## src/rtl/alu_ctrl_pkg.sv

```systemverilog
// Shared constants for the LEGv8 ALU control decoder: ALUOp codes, opcode
// patterns and ALU control-line encodings.
package alu_ctrl_pkg;

  localparam logic [1:0] ALUOP_MEM = 2'b00;
  localparam logic [1:0] ALUOP_CBZ = 2'b01;
  localparam logic [1:0] ALUOP_R   = 2'b10;
  localparam logic [1:0] ALUOP_I   = 2'b11;

  localparam logic [10:0] OP_ADD = 11'b10001011000;
  localparam logic [10:0] OP_SUB = 11'b11001011000;
  localparam logic [10:0] OP_AND = 11'b10001010000;
  localparam logic [10:0] OP_ORR = 11'b10101010000;
  localparam logic [10:0] OP_LSL = 11'b11010011011;
  localparam logic [10:0] OP_LSR = 11'b11010011010;

  // I-type opcodes are 10 bits wide; the low instruction bit is don't-care.
  localparam logic [9:0] OPI_ADDI = 10'b1001000100;
  localparam logic [9:0] OPI_SUBI = 10'b1101000100;
  localparam logic [9:0] OPI_ANDI = 10'b1001001000;
  localparam logic [9:0] OPI_ORRI = 10'b1011001000;

  localparam logic [3:0] ALU_AND   = 4'b0000;
  localparam logic [3:0] ALU_ORR   = 4'b0001;
  localparam logic [3:0] ALU_ADD   = 4'b0010;
  localparam logic [3:0] ALU_LSL   = 4'b0011;
  localparam logic [3:0] ALU_LSR   = 4'b0100;
  localparam logic [3:0] ALU_SUB   = 4'b0110;
  localparam logic [3:0] ALU_PASSB = 4'b0111;

  typedef struct packed {
    logic       illegal;
    logic [3:0] ctrl;
  } dec_out_t;

endpackage

```

## src/rtl/alu_ctrl_decode.sv

```systemverilog
// Combinational ALUOp/opcode decode table producing the ALU control code and
// an illegal flag; unknown codes fall back to a safe ADD.
module alu_ctrl_decode
  import alu_ctrl_pkg::*;
(
  input  logic [10:0] opcode,
  input  logic [1:0]  alu_op,
  output logic [3:0]  control,
  output logic        illegal
);

  always_comb begin
    control = ALU_ADD;
    illegal = 1'b0;
    case (alu_op)
      ALUOP_MEM: control = ALU_ADD;
      ALUOP_CBZ: control = ALU_PASSB;
      ALUOP_R: begin
        case (opcode)
          OP_ADD:  control = ALU_ADD;
          OP_SUB:  control = ALU_SUB;
          OP_AND:  control = ALU_AND;
          OP_ORR:  control = ALU_ORR;
          OP_LSL:  control = ALU_LSL;
          OP_LSR:  control = ALU_LSR;
          default: illegal = 1'b1;
        endcase
      end
      ALUOP_I: begin
        case (opcode[10:1])
          OPI_ADDI: control = ALU_ADD;
          OPI_SUBI: control = ALU_SUB;
          OPI_ANDI: control = ALU_AND;
          OPI_ORRI: control = ALU_ORR;
          default:  illegal = 1'b1;
        endcase
      end
      // X/Z on alu_op lands here in four-state simulation.
      default: illegal = 1'b1;
    endcase
  end

endmodule

```

## src/rtl/alu_control_pipe.sv

```systemverilog
// Elastic, DEPTH-stage pipelined ALU control decoder with valid/ready and flush.
// Optional illegal-op counter (err_count/err_clr) enabled by ALU_CTRL_ERRCNT_EN.
module alu_control_pipe
  import alu_ctrl_pkg::*;
#(
  parameter int OPC_W  = 11,
  parameter int CTRL_W = 4,
  parameter int DEPTH  = 2
)
(
  input  logic              clk,
  input  logic              rst,
  input  logic              flush,
  input  logic              in_valid,
  output logic              in_ready,
  input  logic [OPC_W-1:0]  inst31_21,
  input  logic [1:0]        alu_op,
  output logic              out_valid,
  input  logic              out_ready,
  output logic [CTRL_W-1:0] control_line,
  output logic              illegal
`ifdef ALU_CTRL_ERRCNT_EN
  ,
  input  logic              err_clr,
  output logic [15:0]       err_count
`endif
);

  dec_out_t               dec;
  dec_out_t [DEPTH-1:0]   data_vec;
  logic     [DEPTH-1:0]   valid_vec;
  logic     [DEPTH-1:0]   advance;
  logic                   accept;
  logic                   out_hs;

  alu_ctrl_decode u_decode (
    .opcode  (inst31_21[OPC_W-1 -: 11]),
    .alu_op  (alu_op),
    .control (dec.ctrl),
    .illegal (dec.illegal)
  );

  assign out_hs   = valid_vec[DEPTH-1] & out_ready;
  assign in_ready = ~valid_vec[0] | advance[0];
  assign accept   = in_valid & in_ready & ~flush;

  // Ready ripples back from the consumer so a full pipeline streams bubble-free.
  always_comb begin
    advance = '0;
    advance[DEPTH-1] = out_hs;
    for (int k = DEPTH - 2; k >= 0; k--) begin
      advance[k] = valid_vec[k] & (~valid_vec[k+1] | advance[k+1]);
    end
  end

  genvar gi;
  generate
    for (gi = 0; gi < DEPTH; gi++) begin : stage_g
      logic     valid_reg;
      dec_out_t data_reg;
      logic     src_valid;
      dec_out_t src_data;

      if (gi == 0) begin : g_src_in
        assign src_valid = accept;
        assign src_data  = dec;
      end else begin : g_src_prev
        assign src_valid = valid_vec[gi-1];
        assign src_data  = data_vec[gi-1];
      end

      // Data only reloads with a valid source so the last stage holds while idle.
      always_ff @(posedge clk) begin
        if (rst) begin
          valid_reg <= 1'b0;
          data_reg  <= '0;
        end else if (flush) begin
          valid_reg <= 1'b0;
        end else if (~valid_reg | advance[gi]) begin
          valid_reg <= src_valid;
          if (src_valid) begin
            data_reg <= src_data;
          end
        end
      end

      assign valid_vec[gi] = valid_reg;
      assign data_vec[gi]  = data_reg;
    end
  endgenerate

  assign out_valid    = valid_vec[DEPTH-1];
  assign control_line = CTRL_W'(data_vec[DEPTH-1].ctrl);
  assign illegal      = data_vec[DEPTH-1].illegal;

`ifdef ALU_CTRL_ERRCNT_EN
  logic [15:0] err_count_reg;

  always_ff @(posedge clk) begin
    if (rst || err_clr) begin
      err_count_reg <= 16'h0000;
    end else if (out_hs && illegal && (err_count_reg != 16'hFFFF)) begin
      err_count_reg <= err_count_reg + 16'h0001;
    end
  end

  assign err_count = err_count_reg;
`endif

endmodule

```

## config.mk

```make
export PLATFORM = sky130hd
export DESIGN_NAME = alu_control_pipe
export DESIGN_NICKNAME = d
export VERILOG_FILES = /design/src/rtl/alu_ctrl_pkg.sv /design/src/rtl/alu_ctrl_decode.sv /design/src/rtl/alu_control_pipe.sv
export SDC_FILE = /design/constraint.sdc
export NUM_CORES = 1
export LEC_CHECK = 0
export BUFFER_PORTS_ARGS = -buffer_cell sky130_fd_sc_hd__buf_4
export CORE_MARGIN = 2
export CORE_UTILIZATION = 50
export CTS_CLUSTER_SIZE = 12
export DETAILED_ROUTE_END_ITERATION = 16
export GPL_TIMING_DRIVEN = 0
export PLACE_DENSITY = 0.81
export SLEW_MARGIN = 25
export SYNTH_ARGS = -nofsm -noshare
export SYNTH_HDL_FRONTEND = slang
export SYNTH_SLANG_ARGS = --single-unit
```

## constraint.sdc

```tcl
create_clock -name clk -period 3.5 [get_ports clk]
set_input_delay 0.35 -clock clk [delete_from_list [all_inputs] [get_ports clk]]
set_output_delay 0.35 -clock clk [all_outputs]
set_load 0.02 [all_outputs]
```

==> results of run 1 <==
## cells in the final DEF (no fill, tap or decap), types with 2 or more instances in the layout
cell type / count
nand3b_1: 2
o21ai_0: 2
nor2_1: 9
o22ai_1: 2
and3b_1: 2
nor3b_1: 2
nand2_1: 6
mux2i_1: 4
nor2b_1: 4
nor3_1: 4
buf_4: 26
nor3b_2: 2
o2111ai_1: 2
clkbuf_4: 3
dfxtp_1: 10
## how the worst max path moves through the flow
stage | from | to | slack, ns | cells after the start
2_1_floorplan | out_valid$_SDFFE_PP0P_ | data_vec[0]$_SDFFE_PP0P_ | 2.07 | 4
5_1_grt | out_valid$_SDFFE_PP0P_ | illegal$_SDFFE_PP0P_ | 2.08 | 4
6_report | out_valid$_SDFFE_PP0P_ | illegal$_SDFFE_PP0P_ | 2.19 | 4
3_3_place_gp | inst31_21[6] | data_vec[2]$_SDFFE_PP0P_ | 1.96 | 5
4_1_cts | out_valid$_SDFFE_PP0P_ | illegal$_SDFFE_PP0P_ | 2.18 | 4
3_5_place_dp | inst31_21[6] | data_vec[2]$_SDFFE_PP0P_ | 1.95 | 5
## critical path: stages, from the launching register on
cell and delay [ns]:
dfxtp_1 0.32, nor2b_1 0.16, nor3b_2 0.40, mux2i_1 0.25, nor2_1 0.06
## where the power goes
group          leakage [uW]  internal [uW]  switching (uW)
Clock             0.0000210           63.3            41.4
Sequential        0.0000815            118            2.16
Combinational      0.000261           24.8            22.4
## area by class of cell
type / count / area share, %
clock buffers: 4 / 4.17
multi-input cells: 60 / 46.9
well taps: 14 / 2.01
inverters: 1 / 0.432
flip-flops and latches: 10 / 23.0
repair buffers: 22 / 19.0
plain buffers: 6 / 4.46
## cells by family (layout without fill, tap and decap cells)
family / Yosys count / count (layout) / share of synthesized area, %
muxes: 4 / 4 / 6.15
DFF: 10 / 10 / 30.8
and+or+nand+nor: 41 / 41 / 39.6
AOI/OAI and AO/OA: 14 / 14 / 16.3
other: 1 / 1 / 0.576
buffers and inverters: 7 / 33 / 6.54
## per-stage QoR
stage	std cells	utilization (%)	total power, uW	setup WS [ns]
after detailed placement	113	72.1	169	1.95
after CTS	117	75.2	275	2.18
final	117	75.2	272	2.19
after global placement	113	72.1	168	1.96
after global routing	117	75.2	287	2.08
after floorplan	77	-	145	2.07
## layer usage
layer | up-vias | part of all wire, % | GRT usage, % | wire length, microns
met2 | 24 | 45 | 35.5 | 633
met5 | - | 0 | 0 | 0
met1 | 298 | 46 | 26.4 | 647
met4 | 0 | 1.8 | 10.3 | 25
met3 | 5 | 6.6 | 8.33 | 93
li1 | 342 | - | - | -
==> summary.md, run 1 <==
| Metric | Value |
|---|---|
| Outcome | `finished clean` |
| Clk pin slew, worst setup/hold paths | `roughly 0.07 ns` |
| Worst Hold Class | `input port to flip-flop` |
| Antenna cells | `0` |
| Largest net degree at the start of global routing | `10` |
| Row cnt | `12` |
| Mapped cell area | `651 sq um` |
| Fin. max-slew vios | `0` |
| Pwr per Cell Area | `between 300 and 400 nW/um^2` |
| Dpl hpwl | `1160 microns` |
| Library cells used by synthesis | `36` |
| WHS | `0.279 ns` |
| WP data required | `roughly 3.7 ns` |
| Hold EP | `stage_g[0].valid_reg$_SDFFE_PP0N_` |
| Die ar. | `1610 sq um` |
| CP Max Fanout | `4` |
| Final Cycle Share | `37.5%` |
| Max reg flops | `4` |
| Clk root buf | `clkbuf_4` |
| Nets@finish | `122` |
| CTS buffer count | `3` |
| Kind of start point of the critical path | `flip-flop` |
| F_max | `0.762 GHz` |
| Post-synthesis sequential area ratio | `30.8%` |
| Initial antenna violation count | `0` |
| Crit path time final | `1.31 ns` |
| Cell count after synthesis | `77` |
| Wire per inst | `~12 microns` |
| CP Data Arrival Time | `1.46 ns` |
| First-pass GRT wire length | `2310 microns` |
| Final RePlAce weighted congestion | `around 0.89` |
| Setup violators final | `0` |
| All-Layer GR Usage | `between 20% and 30%` |
| Max-cap violations | `0` |
| Starting Density | `56.3%` |
| Htree depth | `1` |
| DIE WIDTH | `40.1 microns` |
| DR vias/cell | `5.72` |
| Core Area | `1160 sq um` |
| WHS Path Cells | `2` |
| Avg Inst Size Synth | `between 8 and 9 sq um` |
| Routed vias | `669` |
| Yosys top cell by area | `dfxtp_1` |
| Grt total ovfl | `0` |
| Hold Startpoint | `flush` |
| Post-synth top area share | `30.8%` |
| Placed cell area | `833 sq um` |
| Clock Sinks | `10` |
| Reg2Reg Setup Slack | `2.19 ns` |
| Synthesized Nets | `95` |
| Leading post-synthesis cells by cell area | `dfxtp_1 (31%), mux2i_1 (6.2%), nor2_1 (5.2%)` |
| DIE HEIGHT | `roughly 40 microns` |
| Deepest clock path buffer count | `2` |
| Sum Neg Setup Slack | `0 ns` |
| DRC errors left | `0` |
| Reg2reg end | `illegal$_SDFFE_PP0P_` |
| Filler Cell Count | `99` |
| Area occupied by multi-input gates | `408 sq um` |
| Synth-to-layout area growth | `33.7%` |
| CTS tree | `done` |
| Leakage | `0.000363 uW` |
| Commonest cells in the netlist | `dfxtp_1 (10), nor2_1 (9), nand2_1 (6)` |
| Skew-Pair Late Insertion Delay | `0.27 ns` |
| Buffers on Ports | `22` |
| # Post-CTS Setup Buffers | `0` |
| Worst r2r src | `out_valid$_SDFFE_PP0P_` |
| DRT iter0 DRCs | `13` |
| Yosys warnings | `0` |
| Count leader, synth | `dfxtp_1` |
| Post-CTS Resized | `0` |
| CTS Hold Bufs | `0` |
| # IOs | `25` |
| RSZ-0062 raised after global routing | `false` |
| Clock Skew | `0.00214 ns` |
| Flop and latch count out of synthesis | `10` |
| Layout cells sized above 1 | `33.0%` |
| WS Path Type | `flip-flop to flip-flop` |
| Storage element area | `around 200 sq um` |
| Crit. End Element | `flip-flop` |
| Endpoints failing hold | `0` |
| Max VDD drop | `0.232 mV` |
| Register-to-Register Path Depth | `4` |
| Post-Layout Inst Area | `~870 sq um` |
| Main synth FF type | `dfxtp_1` |
| ANT nets after route | `0` |
| Post-synth ARST share | `0%` |
| Vias in the first global route | `569` |
| Number of synthesized flops with an enable pin | `0` |
| Final WL | `1400 microns` |
| Pre-antenna DRT Iters | `5` |
(Power assumes the default switching activity.)
==> run 2: changes to the inputs <==
--- a/config.mk
+++ b/config.mk
@@ -5,13 +5,14 @@
 export SDC_FILE = /design/constraint.sdc
 export NUM_CORES = 1
 export LEC_CHECK = 0
+export ABC_AREA = 1
 export BUFFER_PORTS_ARGS = -buffer_cell sky130_fd_sc_hd__buf_4
 export CORE_MARGIN = 2
-export CORE_UTILIZATION = 50
+export CORE_UTILIZATION = 48
 export CTS_CLUSTER_SIZE = 12
 export DETAILED_ROUTE_END_ITERATION = 16
 export GPL_TIMING_DRIVEN = 0
-export PLACE_DENSITY = 0.81
+export PLACE_DENSITY = 0.76
 export SLEW_MARGIN = 25
 export SYNTH_ARGS = -nofsm -noshare
 export SYNTH_HDL_FRONTEND = slang
==> constraint.sdc (replaced) <==
create_clock -name clk -period 1.21 [get_ports clk]
set_input_delay 0.121 -clock clk [delete_from_list [all_inputs] [get_ports clk]]
set_output_delay 0.121 -clock clk [all_outputs]
set_load 0.02 [all_outputs]
==> run 2 against run 1 <==
  * Cell count grew 50%
  * Total power grew to 3.0 times the previous value
  * Hold slack got worse by 0.27 ns
  * Critical endpoint is now in_ready
==> summary.md, run 2 <==
| Metric | Value |
|---|---|
| Outcome | `finished clean` |
| First-pass GRT wire length | `approximately 2800 microns` |
| Nets@finish | `178` |
| Yosys warnings | `0` |
| Clk root buf | `clkbuf_4` |
| Final WL | `between 1500 and 2000 microns` |
| Hold Startpoint | `rst` |
| Pre-antenna DRT Iters | `5` |
| Largest net degree at the start of global routing | `8` |
| Setup violators final | `0` |
| F_max | `0.842 GHz` |
| CP Cell Sequence | `inv_2 > nor2_4 > nand2_2 > buf_6` |
| Hold EP | `data_vec[1]$_SDFFE_PP0P_` |
| Register-to-Register Path Depth | `9` |
| Layout cells sized above 1 | `about a third` |
| DR vias/cell | `roughly 5` |
| Commonest non-fill, non-tap cell in the layout | `nor2_1` |
| Final RePlAce weighted congestion | `0.900` |
| CP Data Arrival Time | `approximately 1.1 ns` |
| Buffers on Ports | `23` |
| Leakage | `0.000524 uW` |
| ANT nets after route | `0` |
| Clk pin slew, worst setup/hold paths | `~0.070 ns` |
| Core Area | `roughly 1500 sq um` |
| Initial antenna violation count | `0` |
| Synth-to-layout area growth | `35.7%` |
| # IOs | `25` |
| Count leader, synth | `nor2_1` |
| Antenna cells | `0` |
| Max-cap violations | `0` |
| Yosys top cell by area | `dfxtp_1` |
| Main synth FF type | `dfxtp_1` |
| Final Cycle Share | `roughly 98%` |
| Post-synth ARST share | `0%` |
| Commonest cells after routing, fill and taps aside | `nor2_1 (29), buf_4 (26), nand2_1 (21), inv_1 (18), nand3_1 (13)` |
| Reg2Reg Setup Slack | `0.04 ns` |
| Crit path time final | `between 1 and 1.5 ns` |
| Htree depth | `1` |
| Post-synth top area share | `around a quarter` |
| Worst Hold Class | `input port to flip-flop` |
| Clock Sinks | `10` |
| CTS buffer count | `3` |
| CTS Hold Bufs | `0` |
| Kind of start point of the critical path | `flip-flop` |
| DRT iter0 DRCs | `43` |
| Deepest clock path buffer count | `2` |
| Placed cell area | `951 sq um` |
| Worst r2r src | `out_valid$_SDFFE_PP0P_` |
| Avg Inst Size Synth | `5.78 sq um` |
| Cell count after synthesis | `131` |
| DIE WIDTH | `43.7 microns` |
| Grt total ovfl | `0` |
| All-Layer GR Usage | `a little under a fifth` |
| Vias in the first global route | `708` |
| Pwr per Cell Area | `slightly above 800 nW/um^2` |
| Post-Layout Inst Area | `1030 sq um` |
| Number of synthesized flops with an enable pin | `0` |
| Placed instance count | `170` |
| WS Path Type | `flip-flop to output port` |
| Final Instance Count excl. Fillers | `175` |
| Leading post-synthesis cells by cell area | `dfxtp_1 (26%), nor2_1 (14%), nand2_1 (10%)` |
| DIE HEIGHT | `roughly 44 microns` |
| Dpl hpwl | `1390 microns` |
| Row cnt | `14` |
| Critical path's largest stage delay | `0.34 ns` |
| Reg2reg end | `data_vec[2]$_SDFFE_PP0P_` |
| Flop and latch count out of synthesis | `10` |
| WP data required | `1.09 ns` |
| WHS Path Cells | `2` |
| Routed vias | `866` |
| CTS tree | `done` |
| Mapped cell area | `757 sq um` |
| Post-synthesis sequential area ratio | `approximately a quarter` |
| Endpoints failing hold | `0` |
| Clock Skew | `between 0.005 and 0.006 ns` |
| Die ar. | `1910 sq um` |
| Crit. End Element | `output port` |
| DRC errors left | `0` |
| Max VDD drop | `0.714 mV` |
| Fin. max-slew vios | `0` |
| Max reg flops | `4` |
| Worst path slowest cell | `dfxtp_2` |
| CP Max Fanout | `3` |
| Commonest cells in the netlist | `nor2_1 (29), nand2_1 (21), inv_1 (19), nand3_1 (14), dfxtp_1 (10)` |
| Skew-Pair Late Insertion Delay | `around 0.26 ns` |
| RSZ-0062 raised after global routing | `true` |
| Wire per inst | `10.4 microns` |
| Synthesized Nets | `between 100 and 150` |
| Library cells used by synthesis | `20` |
| Starting Density | `50.8%` |
==> run 2: cell count changes after synthesis, moves of 5 or more <==
cell / before / now
nor2_1: 9 / 29
nand3_1: 1 / 14
nand2_1: 6 / 21
inv_1: 1 / 19
nor2_2: 0 / 5
==> run 2: critical path: cells and delay by family (launching register included) <==
kind	cells	cell delay, ns
and+or+nand+nor	2	0.28
buffers and inverters	2	0.19
DFF	1	0.34
==> run 2: layout make-up <==
| cell class | count | area (sq um) |
|---|---|---|
| repair buffers | 24 | 196 |
| well taps | 16 | 20.0 |
| multi-input cells | 95 | 460 |
| clock buffers | 4 | 36.3 |
| inverters | 22 | 82.6 |
| flip-flops and latches | 10 | 201 |
| fillers | 130 | 462 |
| plain buffers | 4 | 30.0 |
==> run 2: cell families (layout without fill, tap and decap cells) <==
| family | Yosys count | count (layout) | synth area share (%) |
|---|---|---|---|
| compound gates | 14 | 14 | 9.92 |
| buf+inv | 26 | 54 | 14.9 |
| flops | 10 | 10 | 26.4 |
| other cells | 1 | 1 | 0.495 |
| simple gates | 80 | 80 | 48.3 |
==> run 2: worst max-delay path by stage <==
stage	startpoint	endpoint	slack, ns	cells after the start
6_report	out_valid$_SDFFE_PP0P_	in_ready	0.02	4
5_1_grt	out_valid$_SDFFE_PP0P_	data_vec[2]$_SDFFE_PP0P_	-0.06	9
4_1_cts	stage_g[0].valid_reg$_SDFFE_PP0N_	control_line[0]$_SDFFE_PP0P_	0.05	5
3_5_place_dp	stage_g[0].valid_reg$_SDFFE_PP0N_	control_line[2]$_SDFFE_PP0P_	0.06	5
3_3_place_gp	out_valid$_SDFFE_PP0P_	data_vec[2]$_SDFFE_PP0P_	0.08	9
2_1_floorplan	out_valid$_SDFFE_PP0P_	data_vec[2]$_SDFFE_PP0P_	0.004	9
==> run 2: timing repair <==
action | 4_1_cts | 5_1_grt
resized for setup | 0 | 5
endpoints found under the setup margin | 0 | 9
setup buffers | 0 | 1
==> run 2: metrics by stage <==
step	worst slack (ns)	total power [uW]	setup TNS (ns)	hold WS (ns)	util [%]
after CTS	0.0522	820	0	0.0143	66.3
after floorplan	0.00404	446	0	0.183	-
after detailed placement	0.0641	524	0	0.295	63.9
after global placement	0.0794	521	0	0.294	63.9
final	0.0217	828	0	0.0141	69.0
after global routing	-0.0569	862	-0.148	0.0109	69.0
==> run 2: layer usage <==
metal  vias to the layer above  track usage [%]  routed length [microns]  part of all wire [%]
met3                         0             5.42                      102                   5.6
met5                         -                0                        0                     0
met2                        32             30.6                      913                    50
li1                        459                -                        -                     -
met4                         0             1.82                        0                     0
met1                       375             25.4                      810                    44
==> run 2: power by group <==
part	internal [uW]	switching, uW	total, uW
clock network	183	120	303
registers	342	6.97	349
logic	78.2	98.3	177
==> run 3: changes to the inputs <==
--- a/config.mk
+++ b/config.mk
@@ -9,10 +9,11 @@
 export BUFFER_PORTS_ARGS = -buffer_cell sky130_fd_sc_hd__buf_4
 export CORE_MARGIN = 2
 export CORE_UTILIZATION = 48
+export CTS_BUF_LIST = sky130_fd_sc_hd__clkbuf_16
 export CTS_CLUSTER_SIZE = 12
 export DETAILED_ROUTE_END_ITERATION = 16
 export GPL_TIMING_DRIVEN = 0
-export PLACE_DENSITY = 0.76
+export PLACE_DENSITY_LB_ADDON = 0.2
 export SLEW_MARGIN = 25
 export SYNTH_ARGS = -nofsm -noshare
 export SYNTH_HDL_FRONTEND = slang
==> run 3 against run 2 <==
  * Sequential share of layout area fell by 0.24 points
  * Design area rose by 1.2%
  * Cell count fell by 0.57%
  * Non-clock buffer count fell by 1
  * Largest power group is now the clock network
==> summary.md, run 3 (synthesized netlist as in run 2, its figures left out) <==
| Metric | Value |
|---|---|
| Htree depth | `1` |
| Die ar. | `1910 sq um` |
| Outcome | `finished clean` |
| Largest net degree at the start of global routing | `8` |
| Wire per inst | `between 9 and 10 microns` |
| Synth-to-layout area growth | `37.4%` |
| Pre-antenna DRT Iters | `4` |
| Layout cells sized above 1 | `29.7%` |
| Worst Hold Class | `input port to flip-flop` |
| # IOs | `25` |
| DRT iter0 DRCs | `18` |
| CP Max Fanout | `5` |
| WP data required | `roughly 1.3 ns` |
| CP Cell Sequence | `inv_1 > nor3_2 > inv_1 > nor2_1 > nor2_1` |
| Bufs and invs on worst path | `2` |
| RSZ-0062 raised after global routing | `true` |
| Leakage | `0.000530 uW` |
| Clk pin slew, worst setup/hold paths | `~0.040 ns` |
| Worst path slowest cell | `dfxtp_1` |
| Sum Neg Setup Slack | `0 ns` |
| Clk root buf | `clkbuf_16` |
| Endpoints failing hold | `0` |
| Vias in the first global route | `809` |
| Max VDD drop | `around 0.40 mV` |
| Clock Sinks | `10` |
| Core Area | `1490 sq um` |
| DRC errors left | `0` |
| Kind of start point of the critical path | `flip-flop` |
| Crit path time final | `about 1.1 ns` |
| ANT nets after route | `0` |
| Commonest cells after routing, fill and taps aside | `nor2_1 (29), buf_4 (27), nand2_1 (21), inv_1 (19), nand3_1 (13)` |
| Post-Layout Inst Area | `approximately 1000 sq um` |
| Grt total ovfl | `0` |
| Max reg flops | `4` |
| Clock Skew | `0.000841 ns` |
| Row cnt | `14` |
| Placed cell area | `951 sq um` |
| Pwr per Cell Area | `around 1100 nW/um^2` |
| Final Cycle Share | `between 90% and 100%` |
| All-Layer GR Usage | `21.1%` |
| CTS Hold Bufs | `0` |
| CTS tree | `done` |
| Final RePlAce weighted congestion | `0.879` |
| Commonest non-fill, non-tap cell in the layout | `nor2_1` |
| Top delay family on crit path | `simple AND/OR/NAND/NOR gates` |
| Fin. max-slew vios | `0` |
| Filler Cell Count | `134` |
| Starting Density | `50.8%` |
| DIE WIDTH | `around 44 microns` |
| Routed vias | `859` |
| Tot Pwr | `between 1000 and 1500 uW` |
| Critical path's largest stage delay | `0.36 ns` |
| Final WL | `1710 microns` |
| Deepest clock path buffer count | `2` |
| Buffers on Ports | `23` |
| Setup violators final | `0` |
| CTS buffer count | `3` |
| DR vias/cell | `just under 5` |
| Max-cap violations | `0` |
| CP Data Arrival Time | `1.24 ns` |
| Skew-Pair Late Insertion Delay | `0.23 ns` |
| DIE HEIGHT | `43.7 microns` |
| Antenna cells | `0` |
| Dpl hpwl | `1380 microns` |
| Initial antenna violation count | `0` |
| Crit. End Element | `flip-flop` |
| F_max | `0.899 GHz` |
| Nets@finish | `177` |
| First-pass GRT wire length | `2990 microns` |
| WS Path Type | `flip-flop to flip-flop` |
==> run 3: power by group <==
part / internal, uW / switching (uW)
clock: 432 / 146
combinational: 77.0 / 95.9
sequential: 344 / 6.56
total: 853 / 249
==> run 3: per-stage QoR <==
| step | utilization (%) | hold WS [ns] | worst slack, ns | cells |
|---|---|---|---|---|
| global placement | 63.9 | 0.299 | 0.103 | 170 |
| finish | 69.8 | 0.0604 | 0.0971 | 174 |
| floorplan | - | 0.183 | 0.00404 | 131 |
| detailed placement | 63.9 | 0.304 | 0.0632 | 170 |
| CTS | 69.2 | 0.0593 | 0.0245 | 174 |
| global route | 69.8 | 0.0632 | 0.00796 | 174 |
==> run 3: repair_timing <==
item                       CTS  global route
buffers inserted             0             0
setup endpoints to repair    0             5
gates resized for setup      0             3
==> run 3: worst paths after layout <==
kind	from	to	slack, ns	cells past startpoint
max reg2reg	stage_g[0].valid_reg$_SDFFE_PP0N_	control_line[2]$_SDFFE_PP0P_	0.1	5
max	stage_g[0].valid_reg$_SDFFE_PP0N_	control_line[2]$_SDFFE_PP0P_	0.1	5
min reg2reg	data_vec[4]$_SDFFE_PP0P_	illegal$_SDFFE_PP0P_	0.48	2
min	rst	data_vec[1]$_SDFFE_PP0P_	0.06	2
==> run 3: final cells by class <==
type | count | area [sq um] | area share [%]
buffer | 4 | 30.0 | 2.89
multi-input combinational | 95 | 454 | 43.7
inverter | 22 | 82.6 | 7.94
clock buffer | 3 | 75.1 | 7.22
tap | 16 | 20.0 | 1.93
sequential | 10 | 201 | 19.4
timing repair buffer | 23 | 173 | 16.6
clock inverter | 1 | 3.75 | 0.361
==> run 3: worst register-to-register path, stage by stage, from the launching register on <==
cell     delay, ns
dfxtp_1       0.36
inv_1         0.06
nor3_2        0.28
inv_1         0.13
nor2_1        0.11
nor2_1        0.05
==> run 3: metal layers <==
layer | vias to the layer above | global-route usage [%] | routed length, microns
li1 | 457 | - | -
met1 | 371 | 21.0 | 698
met2 | 27 | 39.7 | 893
met3 | 4 | 2.50 | 80
met4 | 0 | 14.5 | 34
met5 | - | 0 | 0
